==> src/rtl/chipinvaders_pkg.sv <==
// chipinvaders_pkg
//   Shared types and screen constants for the chip-invaders playfield blocks.
//   march_state_t : alien march sequencer states (MARCH, CLEAR, HALT)
//   march_dir_t   : horizontal march direction (LEFT, RIGHT)
//   SCREEN_W/H    : visible playfield size in pixels
//   COORD_W       : width of pixel coordinates carried between blocks
package chipinvaders_pkg;

  localparam int SCREEN_W = 640;
  localparam int SCREEN_H = 480;
  localparam int COORD_W  = 10;

  typedef enum logic [1:0] {
    MARCH = 2'd0,
    CLEAR = 2'd1,
    HALT  = 2'd2
  } march_state_t;

  typedef enum logic {
    LEFT  = 1'b0,
    RIGHT = 1'b1
  } march_dir_t;

endpackage

==> src/rtl/alien_mask_scan.sv <==
// alien_mask_scan
//   Combinational summary of the alien alive mask.
//   Ports:
//     i_alive_mask   in  NUM_ROWS*NUM_COLUMNS  bit r*NUM_COLUMNS+c = alien alive
//     o_alive_count  out 6  number of live aliens
//     o_lc           out 3  leftmost column holding a live alien
//     o_rc           out 3  rightmost column holding a live alien
//     o_lr           out 2  lowest (highest index) row holding a live alien
//   All column/row outputs read 0 when the mask is empty.
module alien_mask_scan #(
  parameter int NUM_ROWS    = 2,
  parameter int NUM_COLUMNS = 4
) (
  input  logic [NUM_ROWS*NUM_COLUMNS-1:0] i_alive_mask,
  output logic [5:0]                      o_alive_count,
  output logic [2:0]                      o_lc,
  output logic [2:0]                      o_rc,
  output logic [1:0]                      o_lr
);

  logic [NUM_COLUMNS-1:0] w_col_alive;
  logic [NUM_ROWS-1:0]    w_row_alive;

  always_comb begin
    w_col_alive   = '0;
    w_row_alive   = '0;
    o_alive_count = '0;
    o_lc          = '0;
    o_rc          = '0;
    o_lr          = '0;
    for (int r = 0; r < NUM_ROWS; r++) begin
      for (int c = 0; c < NUM_COLUMNS; c++) begin
        if (i_alive_mask[r*NUM_COLUMNS+c]) begin
          w_col_alive[c] = 1'b1;
          w_row_alive[r] = 1'b1;
          o_alive_count  = o_alive_count + 6'd1;
        end
      end
    end
    // Descending scan leaves the smallest live column; ascending scans
    // leave the largest live column and row.
    for (int c = NUM_COLUMNS-1; c >= 0; c--) begin
      if (w_col_alive[c]) o_lc = 3'(c);
    end
    for (int c = 0; c < NUM_COLUMNS; c++) begin
      if (w_col_alive[c]) o_rc = 3'(c);
    end
    for (int r = 0; r < NUM_ROWS; r++) begin
      if (w_row_alive[r]) o_lr = 2'(r);
    end
  end

endmodule

==> src/rtl/alien_march_controller.sv <==
// alien_march_controller
//   Steps the alien formation origin once every `period` frames, descending
//   and reversing at the screen edges, and flags wave-clear / invasion.
//   Optional build macro: ALIEN_MARCH_SPEEDUP_EN -- when defined, the step
//   period shrinks by SPEEDUP frames per dead alien (floor MIN_PERIOD);
//   when undefined the period is fixed at BASE_PERIOD.
//   Ports:
//     clk            in   pixel clock
//     reset          in   asynchronous, active-high
//     frame_tick     in   one-clk pulse per frame
//     enable         in   game running; frame_tick ignored when low
//     restart        in   one-clk pulse: reload start state (wins over tick)
//     alive_mask     in   bit r*NUM_COLUMNS+c = alien alive
//     formation_x/y  out  formation origin (10 bit)
//     anim_frame     out  sprite frame, toggles every step
//     step_pulse     out  one-clk pulse per step/descend
//     wave_clear     out  sticky: all aliens dead
//     reached_bottom out  sticky: formation reached BOTTOM_LIMIT
module alien_march_controller
  import chipinvaders_pkg::*;
#(
  parameter int NUM_ROWS     = 2,
  parameter int NUM_COLUMNS  = 4,
  parameter int SPACING_X    = 64,
  parameter int SPACING_Y    = 32,
  parameter int ALIEN_W      = 32,
  parameter int ALIEN_H      = 16,
  parameter int START_X      = 100,
  parameter int START_Y      = 50,
  parameter int STEP_X       = 4,
  parameter int STEP_Y       = 8,
  parameter int LEFT_LIMIT   = 8,
  parameter int RIGHT_LIMIT  = 632,
  parameter int BOTTOM_LIMIT = 400,
  parameter int BASE_PERIOD  = 32,
  parameter int MIN_PERIOD   = 2,
  parameter int SPEEDUP      = 3
) (
  input  logic                          clk,
  input  logic                          reset,
  input  logic                          frame_tick,
  input  logic                          enable,
  input  logic                          restart,
  input  logic [NUM_ROWS*NUM_COLUMNS-1:0] alive_mask,
  output logic [COORD_W-1:0]            formation_x,
  output logic [COORD_W-1:0]            formation_y,
  output logic                          anim_frame,
  output logic                          step_pulse,
  output logic                          wave_clear,
  output logic                          reached_bottom
);

  localparam int NUM_ALIENS = NUM_ROWS * NUM_COLUMNS;

  logic [COORD_W-1:0] r_x;
  logic [COORD_W-1:0] r_y;
  march_dir_t         r_dir;
  march_state_t       r_state;
  logic               r_anim;
  logic               r_step;
  logic               r_wave;
  logic               r_bottom;
  logic [5:0]         r_frame_cnt;

  logic [5:0]         w_alive_count;
  logic [2:0]         w_lc;
  logic [2:0]         w_rc;
  logic [1:0]         w_lr;
  logic [6:0]         w_period;
  logic [6:0]         w_cnt_next;
  logic               w_step_due;
  logic [11:0]        w_right_edge;
  logic [11:0]        w_left_edge;
  logic [11:0]        w_bottom_edge;
  logic [COORD_W-1:0] w_y_desc;
  logic               w_hit_right;
  logic               w_hit_left;
  logic               w_hit_bottom;
  logic               w_descend;

  alien_mask_scan #(
    .NUM_ROWS    (NUM_ROWS),
    .NUM_COLUMNS (NUM_COLUMNS)
  ) u_scan (
    .i_alive_mask  (alive_mask),
    .o_alive_count (w_alive_count),
    .o_lc          (w_lc),
    .o_rc          (w_rc),
    .o_lr          (w_lr)
  );

`ifdef ALIEN_MARCH_SPEEDUP_EN
  function automatic logic [6:0] sat_period(input logic signed [6:0] raw);
    if (raw < $signed(7'(MIN_PERIOD))) return 7'(MIN_PERIOD);
    return $unsigned(raw);
  endfunction

  logic [5:0]         w_dead_cnt;
  logic [11:0]        w_penalty;
  logic signed [6:0]  w_pen_s;
  logic signed [6:0]  w_period_raw;

  assign w_dead_cnt   = 6'(NUM_ALIENS) - w_alive_count;
  assign w_penalty    = 12'(w_dead_cnt) * 12'(SPEEDUP);
  // Clamp the penalty so the 7-bit signed difference can never wrap.
  assign w_pen_s      = (w_penalty > 12'd63) ? 7'sd63 : $signed(w_penalty[6:0]);
  assign w_period_raw = $signed(7'(BASE_PERIOD)) - w_pen_s;
  assign w_period     = sat_period(w_period_raw);
`else
  assign w_period     = 7'(BASE_PERIOD);
`endif

  assign w_cnt_next = {1'b0, r_frame_cnt} + 7'd1;
  assign w_step_due = (w_cnt_next >= w_period);

  // Edge tests in 12 bits so origin + column offsets never overflow.
  assign w_right_edge  = 12'(r_x) + 12'(STEP_X) + 12'(w_rc) * 12'(SPACING_X) + 12'(ALIEN_W);
  assign w_hit_right   = (w_right_edge > 12'(RIGHT_LIMIT));
  assign w_left_edge   = 12'(r_x) + 12'(w_lc) * 12'(SPACING_X);
  // The origin itself must also stay >= 0 so x - STEP_X cannot wrap.
  assign w_hit_left    = (w_left_edge < 12'(LEFT_LIMIT + STEP_X)) || (r_x < COORD_W'(STEP_X));
  assign w_y_desc      = r_y + COORD_W'(STEP_Y);
  assign w_bottom_edge = 12'(w_y_desc) + 12'(w_lr) * 12'(SPACING_Y) + 12'(ALIEN_H);
  assign w_hit_bottom  = (w_bottom_edge >= 12'(BOTTOM_LIMIT));
  assign w_descend     = (r_dir == RIGHT) ? w_hit_right : w_hit_left;

  always_ff @(posedge clk or posedge reset) begin
    if (reset) begin
      r_x         <= COORD_W'(START_X);
      r_y         <= COORD_W'(START_Y);
      r_dir       <= RIGHT;
      r_state     <= MARCH;
      r_anim      <= 1'b0;
      r_step      <= 1'b0;
      r_wave      <= 1'b0;
      r_bottom    <= 1'b0;
      r_frame_cnt <= '0;
    end else begin
      r_step <= 1'b0;
      if (restart) begin
        r_x         <= COORD_W'(START_X);
        r_y         <= COORD_W'(START_Y);
        r_dir       <= RIGHT;
        r_state     <= MARCH;
        r_anim      <= 1'b0;
        r_wave      <= 1'b0;
        r_bottom    <= 1'b0;
        r_frame_cnt <= '0;
      end else if (frame_tick && enable && (r_state == MARCH)) begin
        if (w_alive_count == 6'd0) begin
          r_state <= CLEAR;
          r_wave  <= 1'b1;
        end else if (w_step_due) begin
          r_frame_cnt <= '0;
          r_step      <= 1'b1;
          r_anim      <= ~r_anim;
          if (w_descend) begin
            r_y   <= w_y_desc;
            r_dir <= (r_dir == RIGHT) ? LEFT : RIGHT;
            if (w_hit_bottom) begin
              r_state  <= HALT;
              r_bottom <= 1'b1;
            end
          end else if (r_dir == RIGHT) begin
            r_x <= r_x + COORD_W'(STEP_X);
          end else begin
            r_x <= r_x - COORD_W'(STEP_X);
          end
        end else begin
          r_frame_cnt <= w_cnt_next[5:0];
        end
      end
    end
  end

  assign formation_x    = r_x;
  assign formation_y    = r_y;
  assign anim_frame     = r_anim;
  assign step_pulse     = r_step;
  assign wave_clear     = r_wave;
  assign reached_bottom = r_bottom;

endmodule

==> config.mk <==
export PLATFORM = sky130hd
export DESIGN_NAME = alien_march_controller
export DESIGN_NICKNAME = d
export VERILOG_FILES = /design/src/rtl/chipinvaders_pkg.sv /design/src/rtl/alien_mask_scan.sv /design/src/rtl/alien_march_controller.sv
export SDC_FILE = /design/constraint.sdc
export NUM_CORES = 1
export LEC_CHECK = 0
export ABC_AREA = 1
export BUFFER_PORTS_ARGS = -buffer_cell sky130_fd_sc_hd__buf_4
export CAP_MARGIN = 15
export CORE_ASPECT_RATIO = 1.75
export CORE_MARGIN = 1
export CORE_UTILIZATION = 53
export DETAILED_ROUTE_END_ITERATION = 6
export PLACE_DENSITY = 0.77
export SYNTH_ARGS = -nofsm -noshare
export SYNTH_HDL_FRONTEND = slang
export SYNTH_SLANG_ARGS = --single-unit
==> constraint.sdc <==
create_clock -name clk -period 2.3 [get_ports clk]
set_clock_uncertainty 0.1 [all_clocks]
set_input_delay 0.23 -clock clk [delete_from_list [all_inputs] [get_ports clk]]
set_output_delay 0.23 -clock clk [all_outputs]
set_load 0.01 [all_outputs]
==> flow_results.org <==
** Outcome
- Violations in the final reports :: design-rule violations, negative setup slack
- Result of the run :: finished, violations left

** Routing
- After the first detailed-routing iteration, the DRC count stood at 148.
- Using the TritonRoute via totals, the vias-per-cell ratio works out to 5.46.
- Met3 wire length :: 273 um
- Wirelength, routed :: 7.84 mm
- The detailed router used layers up to and including met4.
- Met1 Routed Length :: 2.76 mm
- In the final routed layout, each cell accounts on average for 13.7 um.
- The final route contains 3126 vias.
- After detailed routing, the number of remaining DRC violations is 4.
- The detail route stage leaves a number of antenna-violating nets equal to 0.
- Detailed routing placed a total of 4.42 mm of wire on met2.
- 1st-pass router iterations :: 6

** Critical path
- Largest driver fanout on the critical path :: 6
- Slowest stage cell on the critical path :: sky130_fd_sc_hd__ha_4
- Launch point of the worst reg-to-reg path :: formation_x[6]
- Category of the worst setup path launch point :: input pin
- STA classifies the critical path endpoint as a flop.
- CP required :: 2380 ps
- Delay of the slowest critical-path stage :: 270 ps
- Setup slack of the worst register-to-register path :: -360 ps
- Destination of the worst register-to-register timing path :: formation_x[4]
- R2r worst-path depth :: 13
- Data arrival time of the critical path :: 3710 ps
- The worst setup path is of the in2reg kind.

** Power and ir drop
- Share of power burned in registers :: 0.260
- Worst VDD drop :: 0.354 mV
- Of the total power, the share spent switching nets is 0.450.
- The analysis attributes to cell leakage a power of 2.03 nW.
- Pwr Density :: 823 nW/um^2
- Clock share of power :: 0.130
- Of the total power, combinational logic draws 0.610.
- Sw power :: 0.00142 W
- Internal Dissipation :: 0.00174 W

** Synthesis
- Number of enable-type register cells in the synthesized netlist :: 0
- The most used flip-flop cell after synthesis is sky130_fd_sc_hd__dfrtp_1.
- Xor and xnor fraction of the mapped netlist area :: 0.0596
- Main combinational cell family by area after synthesis :: simple AND/OR/NAND/NOR gates
- Mean instance size in the synthesized netlist :: 6.52 um^2
- Synthesis produced 428 cells.
- Post-synthesis share of cell area spent on and, or, nand and nor gates :: 0.426
- Share of the yosys chip area belonging to registers :: 0.263
- Top cell types by occurrence after synthesis :: 145 x sky130_fd_sc_hd__nand2_1, 56 x sky130_fd_sc_hd__inv_1, 40 x sky130_fd_sc_hd__nand3_1
- Cell accounting for the most synthesized area :: sky130_fd_sc_hd__dfrtp_1
- Share of the synthesized area in compound gates (AO/OA/AOI/OAI) :: 0.0645
- Counting flops with an async set or reset pin after synthesis yields a share of 1.00.
- Of the total synthesized cell area, the portion taken by full adders, half adders and majority gates is 0.0833.
- Share of Yosys cell area claimed by the top area cell type :: 0.197
- Yosys attributes the largest share of cell area to sky130_fd_sc_hd__dfrtp_1 20%, sky130_fd_sc_hd__nand2_1 19%, sky130_fd_sc_hd__ha_1 7.6%.
- The mapped netlist covers 2790 um^2.
- Proportion of synthesized area in mux cells :: 0
- Yosys printed 0 warnings.
- Number of distinct library cells after synthesis :: 34
- Number of flip-flops and latches in the synthesized netlist :: 29
- sky130_fd_sc_hd__nand2_1 is the most common cell in the netlist.

** Die
- Area of the die :: 5570 um^2
- Effective utilization at floorplan :: 0.556
- In this run the count of I/O pins placed on the die edge is 37.
- The initialized floorplan defines 34 standard-cell rows.
- The die is 56.9 um wide.
- The core region is 5020 um^2.
- The die is 98.0 um tall.

** CTS
- Counting every sink on the clock net gives 29.
- Deepest clock path buffer count :: 2
- Clock edge transition at the registers on the reported setup and hold paths :: 60 ps
- TritonCTS built the clock tree.
- At the later pin of the worst-skew pair, clock insertion delay measures 290 ps.
- CTS placed an instance of sky130_fd_sc_hd__clkbuf_8 at the clock tree root.
- CTS built an H-tree with a depth of 2.
- The number of clock buffers added by TritonCTS is 5.

** Cells and area
- Compared with the post-synthesis result, the final layout area differs by 37.5%.
- # fillers :: 388
- The final layout contains 549 nets.
- The repair_antennas step left the layout with diodes totalling 0.
- Leaving out filler cells and counting taps, the final layout contains 573.
- Fraction of final layout cells with drive strength greater than 1 :: 0.337

** Timing
- Hold Violations, Final :: 0
- Setup Viol. Count Final :: 28
- Setup repair after global routing could not meet its margin everywhere.
- Period utilisation layout :: 1.58
- Worst hold slack :: 162 ps
- The routed design could run at a clock period as short as 3630 ps.
- Derived from the worst setup path, the maximum achievable clock frequency is 276 MHz.
- Once routing completed, OpenROAD measured the worst setup slack at -1330 ps.
- The max-slew violation count was 0.
- Summed over all failing endpoints, the final setup total negative slack is -35610 ps.

** Placement
- Final RePlAce weighted congestion :: 0.908
- Placed Cells :: 552
- Buffers placed on the I/O ports in this run total 32.
- Summed over all nets, the half-perimeter wirelength after detailed placement is 5.59 mm.

** Hold path
- The worst hold path terminates at formation_y[1].
- Number of instances on the worst hold path :: 2
- In this run the worst hold path is classified as in2reg.
- Hold Startpoint :: restart

** Global route
- GRT Residual Overflow :: 0
- Largest net degree at the start of global routing :: 30
- The number of global-route vias before repair was 3075.
- The number of antenna violations at the first check in global routing is 0.
- For this run, the total global-route usage over all layers was measured as 0.287.
- First-pass GRT wire length :: 12.5 mm

** Run
- Max-cap violations in this run came to 0.
-- through the flow --
step / power, W / worst slack (ps) / cell area (um^2) / utilization
floorplan: 0.00193 / -1470 / 2850 / -
global placement: 0.00245 / -1760 / 3430 / 0.683
detailed placement: 0.00252 / -1910 / 3430 / 0.683
CTS: 0.00305 / -1400 / 3750 / 0.747
global route: 0.00339 / -1470 / 3840 / 0.765
finish: 0.00316 / -1330 / 3840 / 0.765
-- timing repair --
| item | CTS | global route |
|---|---|---|
| setup endpoints to repair | 28 | 28 |
| gates resized for setup | 30 | 28 |
| hold buffers | 1 | 0 |
| endpoints found under the hold margin | 22 | 0 |
| pin swaps | 30 | 31 |
| gates cloned | 1 | 0 |
| setup buffers | 13 | 0 |
-- worst max-delay path by stage --
stage,from,to,slack (ps),cells after the start
after floorplan,alive_mask[1],formation_x[8],-1470,27
after global placement,alive_mask[1],reached_bottom,-1760,29
after detailed placement,alive_mask[1],formation_y[6],-1910,29
after CTS,alive_mask[1],formation_y[6],-1400,31
after global routing,alive_mask[1],formation_y[6],-1470,31
final,alive_mask[1],r_frame_cnt[4],-1330,31
-- cell families after synthesis --
kind of cell,count (synthesis)
xor gates and xnor gates,19
AOI/OAI and AO/OA,32
adders and majority gates,18
and+or+nand+nor,261
other,1
buffers and inverters,68
DFF,29
-- registers in the layout (all words and copies together), names as in the netlist --
| name | count |
|---|---|
| formation_x | 8 |
| formation_y | 8 |
| r_frame_cnt | 6 |
| r_state | 2 |
| anim_frame | 1 |
| r_dir | 1 |
| reached_bottom | 1 |
| step_pulse | 1 |
| wave_clear | 1 |
-- area by class of cell --
type | count | area, um^2 | share of cell area
clock inverter | 2 | 10.0 | 0.00261
sequential | 29 | 734 | 0.191
inverter | 58 | 240 | 0.0626
clock buffer | 6 | 72.6 | 0.0189
tap | 54 | 67.6 | 0.0176
multi-input combinational | 335 | 2020 | 0.525
timing repair buffer | 89 | 698 | 0.182
-- critical path, delay by kind of cell --
kind                     cells  cell delay [ps]
AO/OA/AOI/OAI                1               60
adder cells (fa/ha/maj)      6             1330
buffers and inverters        6              320
AND/OR/NAND/NOR             18             1740
-- power by group through the flow --
stage / registers (W) / logic [W] / clock network, W
global route: 0.000842 / 0.00211 / 0.000435
CTS: 0.000818 / 0.00182 / 0.000411
detailed placement: 0.000823 / 0.00170 / 0
floorplan: 0.000861 / 0.00106 / 0
finish: 0.000823 / 0.00193 / 0.000410
global placement: 0.000818 / 0.00163 / 0
-- placed cells by master (no fill, tap or decap), types with 2 or more instances in the layout --
cell type	synthesis	layout
sky130_fd_sc_hd__nand2_4	0	8
sky130_fd_sc_hd__conb_1	1	4
sky130_fd_sc_hd__inv_4	0	2
sky130_fd_sc_hd__inv_2	2	5
sky130_fd_sc_hd__buf_6	2	2
sky130_fd_sc_hd__o21ai_2	2	4
sky130_fd_sc_hd__nor2_4	1	3
sky130_fd_sc_hd__nand4_1	9	9
sky130_fd_sc_hd__xor2_1	15	15
sky130_fd_sc_hd__nand2_2	10	24
sky130_fd_sc_hd__o21ai_0	12	9
sky130_fd_sc_hd__nand3_4	2	4
sky130_fd_sc_hd__ha_4	0	6
sky130_fd_sc_hd__nand2_1	145	123
sky130_fd_sc_hd__o21ai_1	12	13
sky130_fd_sc_hd__nand3_1	40	38
sky130_fd_sc_hd__xnor2_1	4	4
sky130_fd_sc_hd__inv_1	56	49
sky130_fd_sc_hd__nor2_1	28	26
sky130_fd_sc_hd__nor3_1	7	7
sky130_fd_sc_hd__or2_2	7	6
sky130_fd_sc_hd__ha_1	17	10
sky130_fd_sc_hd__o211ai_1	2	2
sky130_fd_sc_hd__nor2_2	2	2
sky130_fd_sc_hd__nand3b_1	4	4
sky130_fd_sc_hd__clkinv_2	0	2
sky130_fd_sc_hd__clkbuf_8	0	5
sky130_fd_sc_hd__dfrtp_1	22	22
sky130_fd_sc_hd__buf_4	4	84
sky130_fd_sc_hd__nand3_2	4	5
sky130_fd_sc_hd__dfstp_2	7	7
-- layer usage --
metal / vias up / GRT usage
met5: - / 0
met4: 0 / 0.186
met3: 37 / 0.0358
met2: 111 / 0.571
met1: 1443 / 0.257
li1: 1535 / -
No activity file was read; power rests on OpenSTA's default activity.
